File: src/rtl/nrzi_encoder_if.sv
// ---------------------------------------------------------------------------
// nrzi_encoder_if
// Purpose : groups the transmit handshake and line signals that connect the
//           bit stuffer / packet controller to the NRZI line driver.
// Signals :
//   tx_start      - one-cycle packet start request (controller -> encoder)
//   raw_bit       - stuffed data bit (stuffer -> encoder)
//   eop_req       - end-of-packet request level (controller -> encoder)
//   send_next_bit - bit-consumed strobe (encoder -> stuffer)
//   d_plus        - line D+ (encoder -> transceiver)
//   d_minus       - line D- (encoder -> transceiver)
//   tx_active     - packet in progress (encoder -> controller)
//   tx_done       - one-cycle completion pulse (encoder -> controller)
// Modports: master = upstream driver side, slave = encoder side.
// ---------------------------------------------------------------------------
interface nrzi_encoder_if;
  logic tx_start;
  logic raw_bit;
  logic eop_req;
  logic send_next_bit;
  logic d_plus;
  logic d_minus;
  logic tx_active;
  logic tx_done;

  modport master (
    output tx_start, raw_bit, eop_req,
    input  send_next_bit, d_plus, d_minus, tx_active, tx_done
  );

  modport slave (
    input  tx_start, raw_bit, eop_req,
    output send_next_bit, d_plus, d_minus, tx_active, tx_done
  );
endinterface

File: src/rtl/nrzi_encoder.sv
// ---------------------------------------------------------------------------
// nrzi_encoder
// Purpose : NRZI line driver. Consumes one stuffed bit per bit period,
//           encodes it onto D+/D-, paces the stuffer with send_next_bit and
//           appends EOP (SE0 for two bit times, then J for one bit time).
// Parameters:
//   CLKS_PER_BIT - clock cycles per line bit (4..255)
// Ports :
//   i_clk   - system clock, rising edge
//   i_n_rst - synchronous active-low reset
//   bus     - nrzi_encoder_if.slave (tx_start, raw_bit, eop_req in;
//             send_next_bit, d_plus, d_minus, tx_active, tx_done out)
// ---------------------------------------------------------------------------
module nrzi_encoder #(
  parameter int CLKS_PER_BIT = 8
) (
  input  logic           i_clk,
  input  logic           i_n_rst,
  nrzi_encoder_if.slave  bus
);

  localparam int                CNT_W    = $clog2(CLKS_PER_BIT);
  localparam logic [CNT_W-1:0]  LAST_CNT = CNT_W'(CLKS_PER_BIT - 1);

  typedef enum logic [1:0] {
    IDLE    = 2'd0,
    DATA    = 2'd1,
    EOP_SE0 = 2'd2,
    EOP_J   = 2'd3
  } state_t;

  state_t             r_state;
  logic [CNT_W-1:0]   r_bit_cnt;
  logic               r_se0_half;
  logic               r_nrzi_level;
  logic               r_d_plus;
  logic               r_d_minus;
  logic               r_tx_active;
  logic               r_tx_done;

  state_t             w_state_nxt;
  logic [CNT_W-1:0]   w_bit_cnt_nxt;
  logic               w_se0_half_nxt;
  logic               w_nrzi_nxt;
  logic               w_send;
  logic               w_done_nxt;
  logic               w_d_plus_nxt;
  logic               w_d_minus_nxt;
  logic               w_boundary;

  // NRZI rule: a 1 holds the line level, a 0 toggles it.
  function automatic logic nrzi_next(input logic level, input logic raw);
    return raw ? level : ~level;
  endfunction

  assign w_boundary = (r_bit_cnt == LAST_CNT);

  // Next-state, bit-rate strobe and level update.
  always_comb begin
    w_state_nxt    = r_state;
    w_se0_half_nxt = r_se0_half;
    w_nrzi_nxt     = r_nrzi_level;
    w_send         = 1'b0;
    w_done_nxt     = 1'b0;
    case (r_state)
      IDLE: begin
        if (bus.tx_start) begin
          w_send      = 1'b1;
          w_nrzi_nxt  = nrzi_next(r_nrzi_level, bus.raw_bit);
          w_state_nxt = DATA;
        end else begin
          w_state_nxt = IDLE;
        end
      end
      DATA: begin
        if (w_boundary && bus.eop_req) begin
          // raw_bit is deliberately not consumed here
          w_state_nxt    = EOP_SE0;
          w_se0_half_nxt = 1'b0;
        end else if (w_boundary) begin
          w_send     = 1'b1;
          w_nrzi_nxt = nrzi_next(r_nrzi_level, bus.raw_bit);
        end else begin
          w_state_nxt = DATA;
        end
      end
      EOP_SE0: begin
        if (w_boundary && r_se0_half) begin
          w_state_nxt    = EOP_J;
          w_se0_half_nxt = 1'b0;
        end else if (w_boundary) begin
          w_se0_half_nxt = 1'b1;
        end else begin
          w_state_nxt = EOP_SE0;
        end
      end
      EOP_J: begin
        if (w_boundary) begin
          w_state_nxt = IDLE;
          w_nrzi_nxt  = 1'b1;
          w_done_nxt  = 1'b1;
        end else begin
          w_state_nxt = EOP_J;
        end
      end
      default: begin
        w_state_nxt = IDLE;
        w_nrzi_nxt  = 1'b1;
      end
    endcase
  end

  // Bit counter: parked at 0 in IDLE, free-running with wrap otherwise.
  always_comb begin
    if (r_state == IDLE) begin
      w_bit_cnt_nxt = {CNT_W{1'b0}};
    end else if (w_boundary) begin
      w_bit_cnt_nxt = {CNT_W{1'b0}};
    end else begin
      w_bit_cnt_nxt = r_bit_cnt + CNT_W'(1);
    end
  end

  // Line decode from the next state so D+/D- flop on the same edge as state.
  always_comb begin
    w_d_plus_nxt  = 1'b1;
    w_d_minus_nxt = 1'b0;
    case (w_state_nxt)
      DATA: begin
        w_d_plus_nxt  = w_nrzi_nxt;
        w_d_minus_nxt = ~w_nrzi_nxt;
      end
      EOP_SE0: begin
        w_d_plus_nxt  = 1'b0;
        w_d_minus_nxt = 1'b0;
      end
      default: begin
        w_d_plus_nxt  = 1'b1;
        w_d_minus_nxt = 1'b0;
      end
    endcase
  end

  // State, counters, level and registered line outputs.
  always_ff @(posedge i_clk) begin
    if (!i_n_rst) begin
      r_state      <= IDLE;
      r_bit_cnt    <= {CNT_W{1'b0}};
      r_se0_half   <= 1'b0;
      r_nrzi_level <= 1'b1;
      r_d_plus     <= 1'b1;
      r_d_minus    <= 1'b0;
      r_tx_active  <= 1'b0;
      r_tx_done    <= 1'b0;
    end else begin
      r_state      <= w_state_nxt;
      r_bit_cnt    <= w_bit_cnt_nxt;
      r_se0_half   <= w_se0_half_nxt;
      r_nrzi_level <= w_nrzi_nxt;
      r_d_plus     <= w_d_plus_nxt;
      r_d_minus    <= w_d_minus_nxt;
      r_tx_active  <= (w_state_nxt != IDLE);
      r_tx_done    <= w_done_nxt;
    end
  end

  // The strobe is combinational, so gate it off while reset is held.
  assign bus.send_next_bit = w_send & i_n_rst;
  assign bus.d_plus        = r_d_plus;
  assign bus.d_minus       = r_d_minus;
  assign bus.tx_active     = r_tx_active;
  assign bus.tx_done       = r_tx_done;

endmodule

File: src/flat_wrapper.sv
// flat-port wrapper written by rule: the top's interface ports become plain ports
module nrzi_encoder_flat 
#(
  parameter int CLKS_PER_BIT = 8
)
  (i_clk, i_n_rst, bus_tx_start, bus_raw_bit, bus_eop_req, bus_send_next_bit, bus_d_plus, bus_d_minus, bus_tx_active, bus_tx_done);
  nrzi_encoder_if bus_i ();
  input  logic i_clk;
  input  logic i_n_rst;
  input wire logic [$bits(bus_i.tx_start)-1:0] bus_tx_start;
  input wire logic [$bits(bus_i.raw_bit)-1:0] bus_raw_bit;
  input wire logic [$bits(bus_i.eop_req)-1:0] bus_eop_req;
  output wire logic [$bits(bus_i.send_next_bit)-1:0] bus_send_next_bit;
  output wire logic [$bits(bus_i.d_plus)-1:0] bus_d_plus;
  output wire logic [$bits(bus_i.d_minus)-1:0] bus_d_minus;
  output wire logic [$bits(bus_i.tx_active)-1:0] bus_tx_active;
  output wire logic [$bits(bus_i.tx_done)-1:0] bus_tx_done;
  assign bus_i.tx_start = bus_tx_start;
  assign bus_i.raw_bit = bus_raw_bit;
  assign bus_i.eop_req = bus_eop_req;
  assign bus_send_next_bit = bus_i.send_next_bit;
  assign bus_d_plus = bus_i.d_plus;
  assign bus_d_minus = bus_i.d_minus;
  assign bus_tx_active = bus_i.tx_active;
  assign bus_tx_done = bus_i.tx_done;
  nrzi_encoder #(.CLKS_PER_BIT(CLKS_PER_BIT)) u_core (.i_clk(i_clk), .i_n_rst(i_n_rst), .bus(bus_i));
endmodule
File: config.mk
export PLATFORM = sky130hd
export DESIGN_NAME = nrzi_encoder_flat
export DESIGN_NICKNAME = d
export VERILOG_FILES = /design/src/rtl/nrzi_encoder_if.sv /design/src/rtl/nrzi_encoder.sv /design/src/flat_wrapper.sv
export SDC_FILE = /design/constraint.sdc
export NUM_CORES = 1
export LEC_CHECK = 0
export CORE_MARGIN = 10
export CORE_UTILIZATION = 43
export CTS_CLUSTER_DIAMETER = 150
export CTS_CLUSTER_SIZE = 40
export DETAILED_ROUTE_END_ITERATION = 7
export PLACE_DENSITY = 0.79
export SLEW_MARGIN = 20
export SYNTH_ARGS = -nofsm -noshare
export SYNTH_HDL_FRONTEND = slang
export SYNTH_SLANG_ARGS = --single-unit
File: constraint.sdc
create_clock -name i_clk -period 1.66 [get_ports i_clk]
set_input_delay 0.498 -clock i_clk [delete_from_list [all_inputs] [get_ports i_clk]]
set_output_delay 0.498 -clock i_clk [all_outputs]
set_load 0.01 [all_outputs]
After elaboration in Yosys (flattened, before gate mapping):

Cells that the tools add are included.

* reduce and logical (&&, ||, !) cells: 9
* mux-type cells: 22
* equal/unequal tests: 8
* bitwise logic cells: 4
* add/subtract/negate cells: 1

Operator list (number)
* 1-bit two-way mux: 12
* 2-bit two-way mux: 5
* 2-bit case mux with 4 select lines: 1
* 2-bit == test (second input constant): 3
* 1-bit case mux with 2 select lines: 3
* 2-bit by 1-bit == test with 1-bit output (second input constant): 2
* 2-bit AND reduction: 2
* 2-bit nonzero test: 2
* 3-bit by 1-bit adder with 3-bit output (second input constant): 1
* 3-bit == test (second input constant): 1
* 3-bit by 1-bit inequality test with 1-bit output (second input constant): 1
* 1-bit inverter: 3
* 1-bit case mux with 3 select lines: 1
* 3-bit AND reduction: 1
* 3-bit OR reduction: 1
* 1-bit logical AND: 2
* 2-bit logical NOT: 1
* 2-bit by 1-bit inequality test with 1-bit output (second input constant): 1
* 1-bit bitwise AND: 1

* logic and storage cells: 52
* flip-flop bits (word level): 11
* output and inout bits: 5
* input bits: 5

Longest topological paths before layout:

Gate-level depths: netlist of the first run.

* word-level depth: 6
* depth in mapped cells: 6
* depth with buffers taken out: 6

Worst setup path before layout of the first run:

Ideal clock, no wire load.

* kind: flip-flop to flip-flop
* start: reg u_core.r_bit_cnt[0]
* end: reg u_core.r_d_minus, in the netlist u_core.bus.d_minus
* required time: 1.600 ns
* stages on the path, launching flop included: 7
* setup slack: -0.165 ns
* buffers on the path: 0
* arrival time: 1.766 ns
* cells stage by stage: dfxtp_1 > ha_1 > ha_1 > or3b_1 > a221o_1 > a211oi_2 > and3_1

* longest elaborated chain between the ends: 6

RTL lines
* start, declared: line nrzi_encoder.sv:33 `logic [CNT_W-1:0] r_bit_cnt;`
* start signal, assigned: line nrzi_encoder.sv:148 `r_bit_cnt <= {CNT_W{1'b0}};`
* start signal, assigned: line nrzi_encoder.sv:157 `r_bit_cnt <= w_bit_cnt_nxt;`
* 3-bit == test (*): line nrzi_encoder.sv:56 `assign w_boundary = (r_bit_cnt == LAST_CNT);`
* 2-bit two-way mux, or another cell as far along: line nrzi_encoder.sv:91 `end else if (w_boundary) begin`
* 2-bit two-way mux (on tied branches): line nrzi_encoder.sv:88, nrzi_encoder.sv:76
* 2-bit case mux with 4 select lines: line nrzi_encoder.sv:65 `case (r_state)`
* 2-bit by 1-bit == test with 1-bit output: line nrzi_encoder.sv:128 `case (w_state_nxt)`
* 2-bit AND reduction (no line)
* end signal, assigned: line nrzi_encoder.sv:161 `r_d_minus <= w_d_minus_nxt;`
* end, declared: line nrzi_encoder.sv:37 `logic r_d_minus;`

Every way passes the cells marked *; elsewhere a longest branch is shown, timed or not.
A chain may end at the register's enable or synchronous reset.

Worst setup path in the final report of the first run:

Ends and elaborated chain as after synthesis.

==> flow_summary_export.csv, run 1 <==
group,metric,value,unit
outcome,outcome,"finished with violations",
outcome,violations,"negative setup slack",
synth,ys_ff_latch,11,
clock_tree,cts_tree,"built",
timing,rsz0062_at_grt,"yes",
die,dieArea,3240,sq um
timing,setup_tns,-0.865,ns
timing,timing.fmax,535,MHz
clock_tree,clockBufferDepth,2,
die,start_util,0.451,
setup_path,r2r-end,"u_core.bus.d_minus",
clock_tree,numClockSinks,11,
setup_path,worstSetupPathType,"reg2reg",
clock_tree,cts_made_buffers,3,
synth,yosysTopAreaCell,"dfxtp_1",
setup_path,reg2reg_slack,-0.21,ns
setup_path,timing.rr.start,"u_core.r_bit_cnt[0]",
setup_path,worst_setup_path_start_kind,"flop",
setup_path,path_buf_inv,1,
die,fp-row-count,13,
synth,synth.area.top_cells,"dfxtp_1, ha_1, a21boi_1",
route,dr.pass1.iters,4,
run,drv_cap,0,
pwr,power,559,uW
timing,slew_headroom,0.756,
finish,final_cell_mix,"buf_4, dfxtp_1, clkdlybuf4s50_1",
timing,holdWs,0.436,ns
worst_hold_path,hold_end,"u_core.r_bit_cnt[0]",
die,die_y,56.9,microns
timing,period_needed,1.87,ns
route,drc,0,
setup_path,required,1.87,ns
finish,drive_above_1_share,0.387,
setup_path,crit_path_max_fanout,4,
synth,synthesis.nets,73,
place,port_buffers,9,
worst_hold_path,hold_depth,1,
route,via_per_inst,5.04,
worst_hold_path,holdCritStartpoint,"u_core.r_bit_cnt[0]",
finish,nFillCells,110,
synth,synthesis.area,587,sq um
finish,area.sequential,224,sq um
global_route,grt_pass1_wl,2380,microns
setup_path,crit_path_start,"u_core.r_bit_cnt[0]",
route,wire_per_inst,12.2,microns
setup_path,critical-path-top-delay-family,"compound AO/OA/AOI/OAI gates",
worst_hold_path,hp-class,"reg2reg",
clock_tree,h-tree-depth,1,
timing,finalSetupViolations,5,
clock_tree,clk_latency,0.27,ns
route,postRouteAntennaNets,0,
synth,yosysTopAreaCellShare,0.375,
synth,ys_types,28,
timing,finalMaxSlewViolations,0,
clock_tree,clock-root-buffer,"clkbuf_4",
place,gp_congestion,0.793,
clock_tree,postCtsSetupRepairBufs,0,
clock_tree,hold_buffers,0,
die,die_x,56.9,microns
synth,synth_warnings,0,
setup_path,worstRegToRegCells,7,
setup_path,path_cells,"ha_4, buf_6, ha_4, or3b_1, a221o_1, a211oi_2, and3_1",
setup_path,cp-end-kind,"flop",
synth,yosysSeqAreaShare,0.375,
global_route,grt_pass1_vias,561,
setup_path,critical_path.slowest_cell,"dfxtp_2",
place,hpwl,1110,microns
timing,fin_crit_sh,1.13,
finish,nets,106,
setup_path,critPathMaxStageDelay,0.35,ns
global_route,grt_antenna_before_repair,0,
pwr,ir_worst_vdd,0.509,mV
route,routed-via-count,544,
finish,multi_input_area,383,sq um
finish,final_common_cell,"buf_4",
synth,avgSynthCellArea,9.62,sq um
route,drt-initial-drc-count,20,
die,pin_count,10,
timing,worst_slack,-0.209,ns
clock_tree,clkSlewWorstSetupHoldPaths,0.07,ns
setup_path,crit_arrival,2.08,ns
timing,fin_worst_skew,0.00897,ns
pwr,p_per_area,624,nW/um^2
timing,worstMarginPinSlew,0.357,ns
die,core_area,1300,sq um
global_route,overflow,0,
synth,synthCells,61,
finish,antenna_cells,0,
pwr,leakagePower,0.403,nW
setup_path,crit_path_frequent_cell,"ha_4",
route,drt-total-wl,1320,microns
global_route,grt_max_degree,8,
finish,syn_to_final_growth,52.9,%
global_route,grt_usage,0.0849,
timing,hold_viol,0,
## worst reg2reg max path, delay by kind of cell, from the launching register on
family / cells / cell delay, ns
AO/OA/AOI/OAI: 2 / 0.57
adder cells (fa/ha/maj): 2 / 0.26
buffers and inverters: 1 / 0.09
flip-flops: 1 / 0.35
AND/OR/NAND/NOR: 2 / 0.53
## registers in the layout (all words and copies together) (netlist names)
signal	flops
u_core.r_nrzi_level	1
u_core.r_se0_half	1
u_core.bus.tx_done	1
u_core.bus.tx_active	1
u_core.bus.d_plus	1
u_core.r_state	2
u_core.bus.d_minus	1
u_core.r_bit_cnt	3
## layer usage
layer  GRT usage  part of all wire  vias to the layer above
met5           0                 0                        -
met4      0.0101                 0                        0
met3      0.0398             0.072                        0
met2       0.141              0.48                       13
met1      0.0996              0.44                      246
li1            -                 -                      285
## cell usage after synthesis
library cell / count
or2_1: 1
and3_1: 2
a21bo_2: 1
ha_1: 7
a21boi_1: 3
nor2_1: 2
or2_2: 2
dfxtp_1: 11
a221oi_1: 1
nand3b_1: 2
o311a_1: 1
a2111oi_0: 1
and2b_2: 1
a221o_1: 1
and2_1: 2
or3_1: 1
o21ai_0: 2
nor4_1: 1
or2b_2: 1
inv_1: 4
nand2_1: 4
a211oi_2: 1
nor3_1: 2
nand2b_1: 3
o211ai_1: 1
a31oi_1: 1
a22o_1: 1
or3b_1: 1
## worst max-delay path by stage
stage | depth (start not counted) | endpoint | slack [ns]
2_1_floorplan | 6 | u_core.bus.d_minus | -0.05
3_5_place_dp | 4 | bus_send_next_bit | -0.63
5_1_grt | 7 | u_core.bus.d_minus | -0.28
6_report | 7 | u_core.bus.d_minus | -0.21
4_1_cts | 7 | u_core.bus.d_minus | -0.26
3_3_place_gp | 4 | bus_send_next_bit | -0.62
## through the flow
| step | setup WS (ns) | util | instances | cell area [sq um] |
|---|---|---|---|---|
| 4_1_cts | -0.258 | 0.688 | 108 | 896 |
| 3_5_place_dp | -0.627 | 0.665 | 104 | 866 |
| 2_1_floorplan | -0.0487 | - | 61 | 614 |
| 6_report | -0.209 | 0.689 | 108 | 897 |
| 3_3_place_gp | -0.617 | 0.665 | 104 | 866 |
| 5_1_grt | -0.277 | 0.689 | 108 | 897 |
## timing repair
action                                  in CTS  in global routing
endpoints found under the setup margin       5                  6
hold endpoints to repair                     0                  0
gates resized for setup                      8                  2
pin swaps                                    5                  3
## cell type report
class,count,share of cell area
Inverter,4,0.0167
Multi-Input combinational cell,46,0.427
Sequential cell,11,0.250
Timing Repair Buffer,28,0.255
Tap cell,15,0.0209
Clock buffer,3,0.0251
Clock inverter,1,0.00558
## kinds of logic (layout without fill, tap and decap cells)
| group | Yosys count | after routing | share of synthesized area |
|---|---|---|---|
| buffers and inverters | 4 | 36 | 0.0256 |
| AO/OA/AOI/OAI | 14 | 14 | 0.196 |
| flip-flops | 11 | 11 | 0.375 |
| adder cells (fa/ha/maj) | 7 | 7 | 0.149 |
| AND/OR/NAND/NOR | 25 | 25 | 0.254 |
## power by group
| group | leakage (nW) | total [mW] | internal, mW | switching, mW |
|---|---|---|---|---|
| combinational | 0.294 | 0.0987 | 0.0571 | 0.0416 |
| clock | 0.0177 | 0.176 | 0.0891 | 0.0865 |
| sequential | 0.0911 | 0.285 | 0.278 | 0.00756 |
(Power assumes the default switching activity.)
==> run 2: changes to the inputs <==
--- a/config.mk
+++ b/config.mk
@@ -10,7 +10,7 @@
 export CTS_CLUSTER_DIAMETER = 150
 export CTS_CLUSTER_SIZE = 40
 export DETAILED_ROUTE_END_ITERATION = 7
-export PLACE_DENSITY = 0.79
+export PLACE_DENSITY = 0.76
 export SLEW_MARGIN = 20
 export SYNTH_ARGS = -nofsm -noshare
 export SYNTH_HDL_FRONTEND = slang
==> constraint.sdc (replaced) <==
create_clock -name i_clk -period 1.84 [get_ports i_clk]
set_input_delay 0.552 -clock i_clk [delete_from_list [all_inputs] [get_ports i_clk]]
set_output_delay 0.552 -clock i_clk [all_outputs]
set_load 0.01 [all_outputs]
==> run 2 against run 1 <==
- the run still ends with negative setup slack left
- wire length up 12%
- clock power down 12%
- core utilization up 0.58 points
- maximum frequency down 2.4%
- first-iteration DRC count down 45%
- setup slack better by 0.13 ns
- total power down 10%
- register-to-register slack better by 0.13 ns
- non-clock buffer count down 3
- design area up 0.84%
- global-route usage up 0.71 points
- combinational power down 9.2%
==> flow_summary_export.csv, run 2 (synthesized netlist as in run 1, its figures left out) <==
group,metric,value,unit
route,wire_per_inst,14.0,microns
pwr,p_per_area,554,nW/um^2
finish,largest_reg_flops,3,
finish,nets,103,
pwr,ir_worst_vdd,0.495,mV
setup_path,required,2.05,ns
run,drv_cap,0,
pwr,leakagePower,0.390,nW
timing,worstMarginPinSlew,0.394,ns
route,drc,0,
worst_hold_path,hp-class,"reg2reg",
timing,worst_slack,-0.0756,ns
global_route,grt_usage,0.0920,
place,pre_cts_slack,-0.526,ns
finish,drive_above_1_share,0.367,
place,port_buffers,9,
clock_tree,clk_latency,0.26,ns
global_route,grt_antenna_before_repair,0,
timing,slew_headroom,0.736,
outcome,outcome,"finished with violations",
setup_path,crit_path_start,"u_core.r_bit_cnt[0]",
finish,final_common_cell,"buf_4",
setup_path,crit_arrival,2.12,ns
setup_path,crit_path_max_fanout,4,
route,wl_met1,587,microns
finish,antenna_cells,0,
die,fp-row-count,13,
die,pin_count,10,
die,die_x,56.9,microns
pwr,power,501,uW
route,wl_met2,748,microns
setup_path,timing.rr.start,"u_core.r_bit_cnt[0]",
setup_path,cp-end-kind,"flop",
die,start_util,0.451,
clock_tree,numClockSinks,11,
die,dieArea,3240,sq um
global_route,grt_pass1_vias,578,
clock_tree,clockBufferDepth,2,
route,drt-initial-drc-count,11,
setup_path,worst_setup_path_start_kind,"flop",
setup_path,crit_path_end,"u_core.bus.d_minus",
timing,finalSetupViolations,4,
timing,hold_viol,0,
global_route,grt_pass1_wl,2480,microns
clock_tree,clock-root-buffer,"clkbuf_4",
route,highest_layer,"met4",
route,routed-via-count,572,
route,via_per_inst,5.45,
route,drt-total-wl,1470,microns
place,hpwl,1090,microns
route,postRouteAntennaNets,0,
timing,fin_worst_skew,0.000785,ns
route,dr.pass1.iters,6,
setup_path,reg2reg_slack,-0.08,ns
timing,period_needed,1.92,ns
outcome,violations,"negative setup slack",
finish,largest_register,"u_core.r_bit_cnt",
finish,nFillCells,99,
setup_path,worstSetupPathType,"reg2reg",
clock_tree,cts_tree,"built",
die,die_y,56.9,microns
timing,fin_crit_sh,1.04,
global_route,grt_max_degree,8,
setup_path,worstRegToRegCells,7,
global_route,overflow,0,
timing,rsz0062_at_grt,"yes",
die,core_area,1300,sq um
timing,timing.fmax,522,MHz
clock_tree,h-tree-depth,1,
finish,largestRegisters,"u_core.r_bit_cnt (3), u_core.r_state (2)",
timing,finalMaxSlewViolations,0,
clock_tree,hold_buffers,0,
setup_path,r2r-end,"u_core.bus.d_minus",
place,gp_congestion,0.792,
clock_tree,clkSlewWorstSetupHoldPaths,0.06,ns
clock_tree,cts_made_buffers,3,
finish,final_cell_mix,"buf_4, dfxtp_1",
finish,syn_to_final_growth,54.2,%
route,route.met3.wl,124,microns
## run 2: cell types whose count changed in the layout (fill, tap and decap cells not counted), sizes merged
cell / before / now
clkbuf: 3 / 4
buf: 20 / 17
clkinv: 1 / 0
clkdlybuf4s50: 6 / 4
dlygate4sd2: 2 / 4
## run 2: how the worst min path moves through the flow
stage,from,endpoint,depth (start not counted)
floorplan,u_core.r_bit_cnt[0],u_core.r_bit_cnt[0],1
global placement,u_core.r_bit_cnt[0],u_core.r_bit_cnt[0],1
detailed placement,u_core.r_bit_cnt[0],u_core.r_bit_cnt[0],1
CTS,u_core.r_bit_cnt[0],u_core.r_bit_cnt[0],1
global route,u_core.r_bit_cnt[0],u_core.r_bit_cnt[0],1
finish,u_core.r_bit_cnt[0],u_core.r_bit_cnt[0],1
## run 2: worst max-delay path, cell delays in order, from the launching register on
cell and delay (ns):
dfxtp_2 0.35, ha_4 0.14, buf_6 0.09, ha_4 0.13, or3b_1 0.34, a221o_1 0.31
a211oi_2 0.31, and3_1 0.19
## run 2: layout make-up
cell class                 instances  area, sq um  area share
multi-input combinational         46          410       0.454
sequential                        11          223       0.246
timing repair buffer              25          211       0.234
clock buffer                       4         26.3      0.0290
tap                               15         18.8      0.0207
inverter                           4         15.0      0.0166
## run 2: per-stage QoR
step	hold WS, ns	util	instance area, sq um	TNS (ns)	instances
floorplan	0.404	-	587	0	61
global placement	0.416	0.610	793	-2.28	98
detailed placement	0.421	0.610	793	-2.47	98
CTS	0.434	0.655	852	-0.0743	102
global route	0.446	0.695	905	-0.564	105
finish	0.437	0.695	905	-0.216	105
## run 2: what timing repair did
action / 4_1_cts / 5_1_grt
endpoints found under the setup margin: 5 / 5
pin swaps: 5 / 6
resized for setup: 18 / 6
setup buffers: 0 / 3
## run 2: metal layers
layer	global-route usage	up-vias
li1	-	280
met1	0.0996	267
met2	0.152	23
met3	0.0487	2
met4	0.0268	0
met5	0	-
## run 2: where the power goes
group | total, mW | internal, mW | switching (mW)
combinational | 0.0896 | 0.0499 | 0.0397
sequential | 0.257 | 0.250 | 0.00682
clock | 0.155 | 0.0837 | 0.0711
total | 0.501 | 0.384 | 0.118
==> run 3: changes to the inputs <==
--- a/config.mk
+++ b/config.mk
@@ -11,6 +11,7 @@
 export CTS_CLUSTER_SIZE = 40
 export DETAILED_ROUTE_END_ITERATION = 7
 export PLACE_DENSITY = 0.76
+export SETUP_SLACK_MARGIN = 0.5
 export SLEW_MARGIN = 20
 export SYNTH_ARGS = -nofsm -noshare
 export SYNTH_HDL_FRONTEND = slang
==> run 3 against run 2 <==
- clock skew hardly changed
- sequential power hardly changed
- hold slack worse by 0.0065 ns
- setup slack better by 0.0055 ns
- critical endpoint is now u_core.bus.d_plus
- the run still ends with negative setup slack left
- highest routed layer unchanged
==> flow_summary_export.csv, run 3 (synthesized netlist as in run 1, its figures left out) <==
group,metric,value,unit
global_route,overflow,0,
route,via_per_inst,5.48,
die,pin_count,10,
global_route,grt_pass1_vias,592,
route,wire_per_inst,16.2,microns
route,routed-via-count,603,
clock_tree,clockBufferDepth,2,
setup_path,cp-end-kind,"flop",
timing,worstMarginPinSlew,0.417,ns
setup_path,critical_path.slowest_cell,"or3b_1",
finish,area.sequential,225,sq um
route,drc,0,
clock_tree,hold_buffers,0,
timing,holdWs,0.431,ns
pwr,ir_worst_vdd,0.508,mV
die,core_area,1300,sq um
finish,multi_input_area,455,sq um
setup_path,crit_path_max_fanout,3,
global_route,grt_antenna_before_repair,0,
place,hpwl,1090,microns
setup_path,critPathMaxStageDelay,0.36,ns
pwr,leakagePower,0.434,nW
finish,final_cell_mix,"buf_4, dfxtp_1, ha_4, buf_2, buf_6",
finish,largestRegisters,"u_core.r_bit_cnt (3), u_core.r_state (2)",
timing,fin_worst_skew,0.000518,ns
route,drt-total-wl,1780,microns
setup_path,path_cells,"ha_4, ha_4, or3b_1, a221o_1, a211oi_2, a31oi_1",
setup_path,worstSetupPathType,"reg2reg",
route,drt-initial-drc-count,13,
clock_tree,clkSlewWorstSetupHoldPaths,0.07,ns
global_route,grt_pass1_wl,2680,microns
clock_tree,numClockSinks,11,
global_route,grt_busiest_layer,"met2",
die,die_x,56.9,microns
setup_path,crit_path_frequent_cell,"ha_4",
pwr,p_per_area,534,nW/um^2
timing,period_needed,1.91,ns
clock_tree,h-tree-depth,1,
finish,final_common_cell,"buf_4",
run,drv_cap,0,
die,fp-row-count,13,
timing,finalMaxSlewViolations,0,
outcome,outcome,"finished with violations",
finish,nFillCells,92,
timing,finalSetupViolations,2,
finish,drive_above_1_share,0.526,
clock_tree,cts_tree,"built",
global_route,use_met2,0.171,
place,gp_congestion,0.780,
setup_path,crit_arrival,2.04,ns
timing,hold_viol,0,
setup_path,required,1.97,ns
clock_tree,cts_made_buffers,3,
timing,timing.fmax,524,MHz
finish,largest_register,"u_core.r_bit_cnt",
timing,rsz0062_at_grt,"yes",
finish,largest_reg_flops,3,
timing,worst_slack,-0.0701,ns
finish,syn_to_final_growth,68.9,%
timing,slew_headroom,0.722,
place,port_buffers,9,
route,postRouteAntennaNets,0,
timing,fin_crit_sh,1.04,
global_route,grt_max_degree,7,
setup_path,worst_setup_path_start_kind,"flop",
die,start_util,0.451,
global_route,grt_usage,0.101,
die,dieArea,3240,sq um
outcome,violations,"negative setup slack",
place,pre_cts_slack,-0.530,ns
clock_tree,clock-root-buffer,"clkbuf_4",
global_route,grt_util_met3,0.0531,
timing,setup_tns,-0.0920,ns
die,die_y,56.9,microns
finish,nets,108,
clock_tree,clk_latency,0.26,ns
route,dr.pass1.iters,4,
finish,antenna_cells,0,
global_route,grtUsageMet1,0.105,
worst_hold_path,hp-class,"reg2reg",
-- run 3: cell count changes in the layout (fill, tap and decap cells not counted), sizes merged --
cell           previous run  this run
buf                      17        26
clkdlybuf4s50             4         0
clkdlybuf4s15             0         1
dlygate4sd2               4         3
-- run 3: area by class of cell --
cell class | count | area share
flip-flops and latches | 11 | 0.227
inverters | 4 | 0.0152
clock buffers | 4 | 0.0265
multi-input cells | 46 | 0.460
well taps | 15 | 0.0189
repair buffers | 30 | 0.253
-- run 3: worst max-delay path, delay by kind of cell (launching register included) --
kind,cells,cell delay (ns)
and+or+nand+nor,1,0.36
adders and majority gates,2,0.30
AOI/OAI and AO/OA,3,0.77
DFF,1,0.35
-- run 3: power breakdown --
group	switching, mW	internal, mW
Clock	0.0769	0.0838
Combinational	0.0507	0.0610
Sequential	0.00618	0.250
-- run 3: stage by stage --
stage	power [mW]	instances	area [sq um]	utilization
global placement	0.355	101	860	0.661
global route	0.566	110	991	0.762
finish	0.529	110	991	0.762
floorplan	0.304	61	631	-
detailed placement	0.357	101	860	0.661
CTS	0.517	109	932	0.716
-- run 3: metal layers --
| layer | routed length (microns) | share of wire |
|---|---|---|
| met1 | 698 | 0.39 |
| met2 | 935 | 0.52 |
| met3 | 141 | 0.079 |
| met4 | 8 | 0.0045 |
| met5 | 0 | 0 |
-- run 3: final timing paths --
path / cells after the start / end / startpoint / slack [ns]
setup / recovery: 6 / u_core.bus.d_plus / u_core.r_bit_cnt[0] / -0.07
hold / removal: 1 / u_core.r_bit_cnt[0] / u_core.r_bit_cnt[0] / 0.43
setup reg to reg: 6 / u_core.bus.d_plus / u_core.r_bit_cnt[0] / -0.07
hold reg to reg: 1 / u_core.r_bit_cnt[0] / u_core.r_bit_cnt[0] / 0.43
-- run 3: what timing repair did --
item / CTS / global route
setup buffers: 4 / 1
endpoints found under the setup margin: 13 / 8
gates resized for setup: 33 / 10
pin swaps: 12 / 5
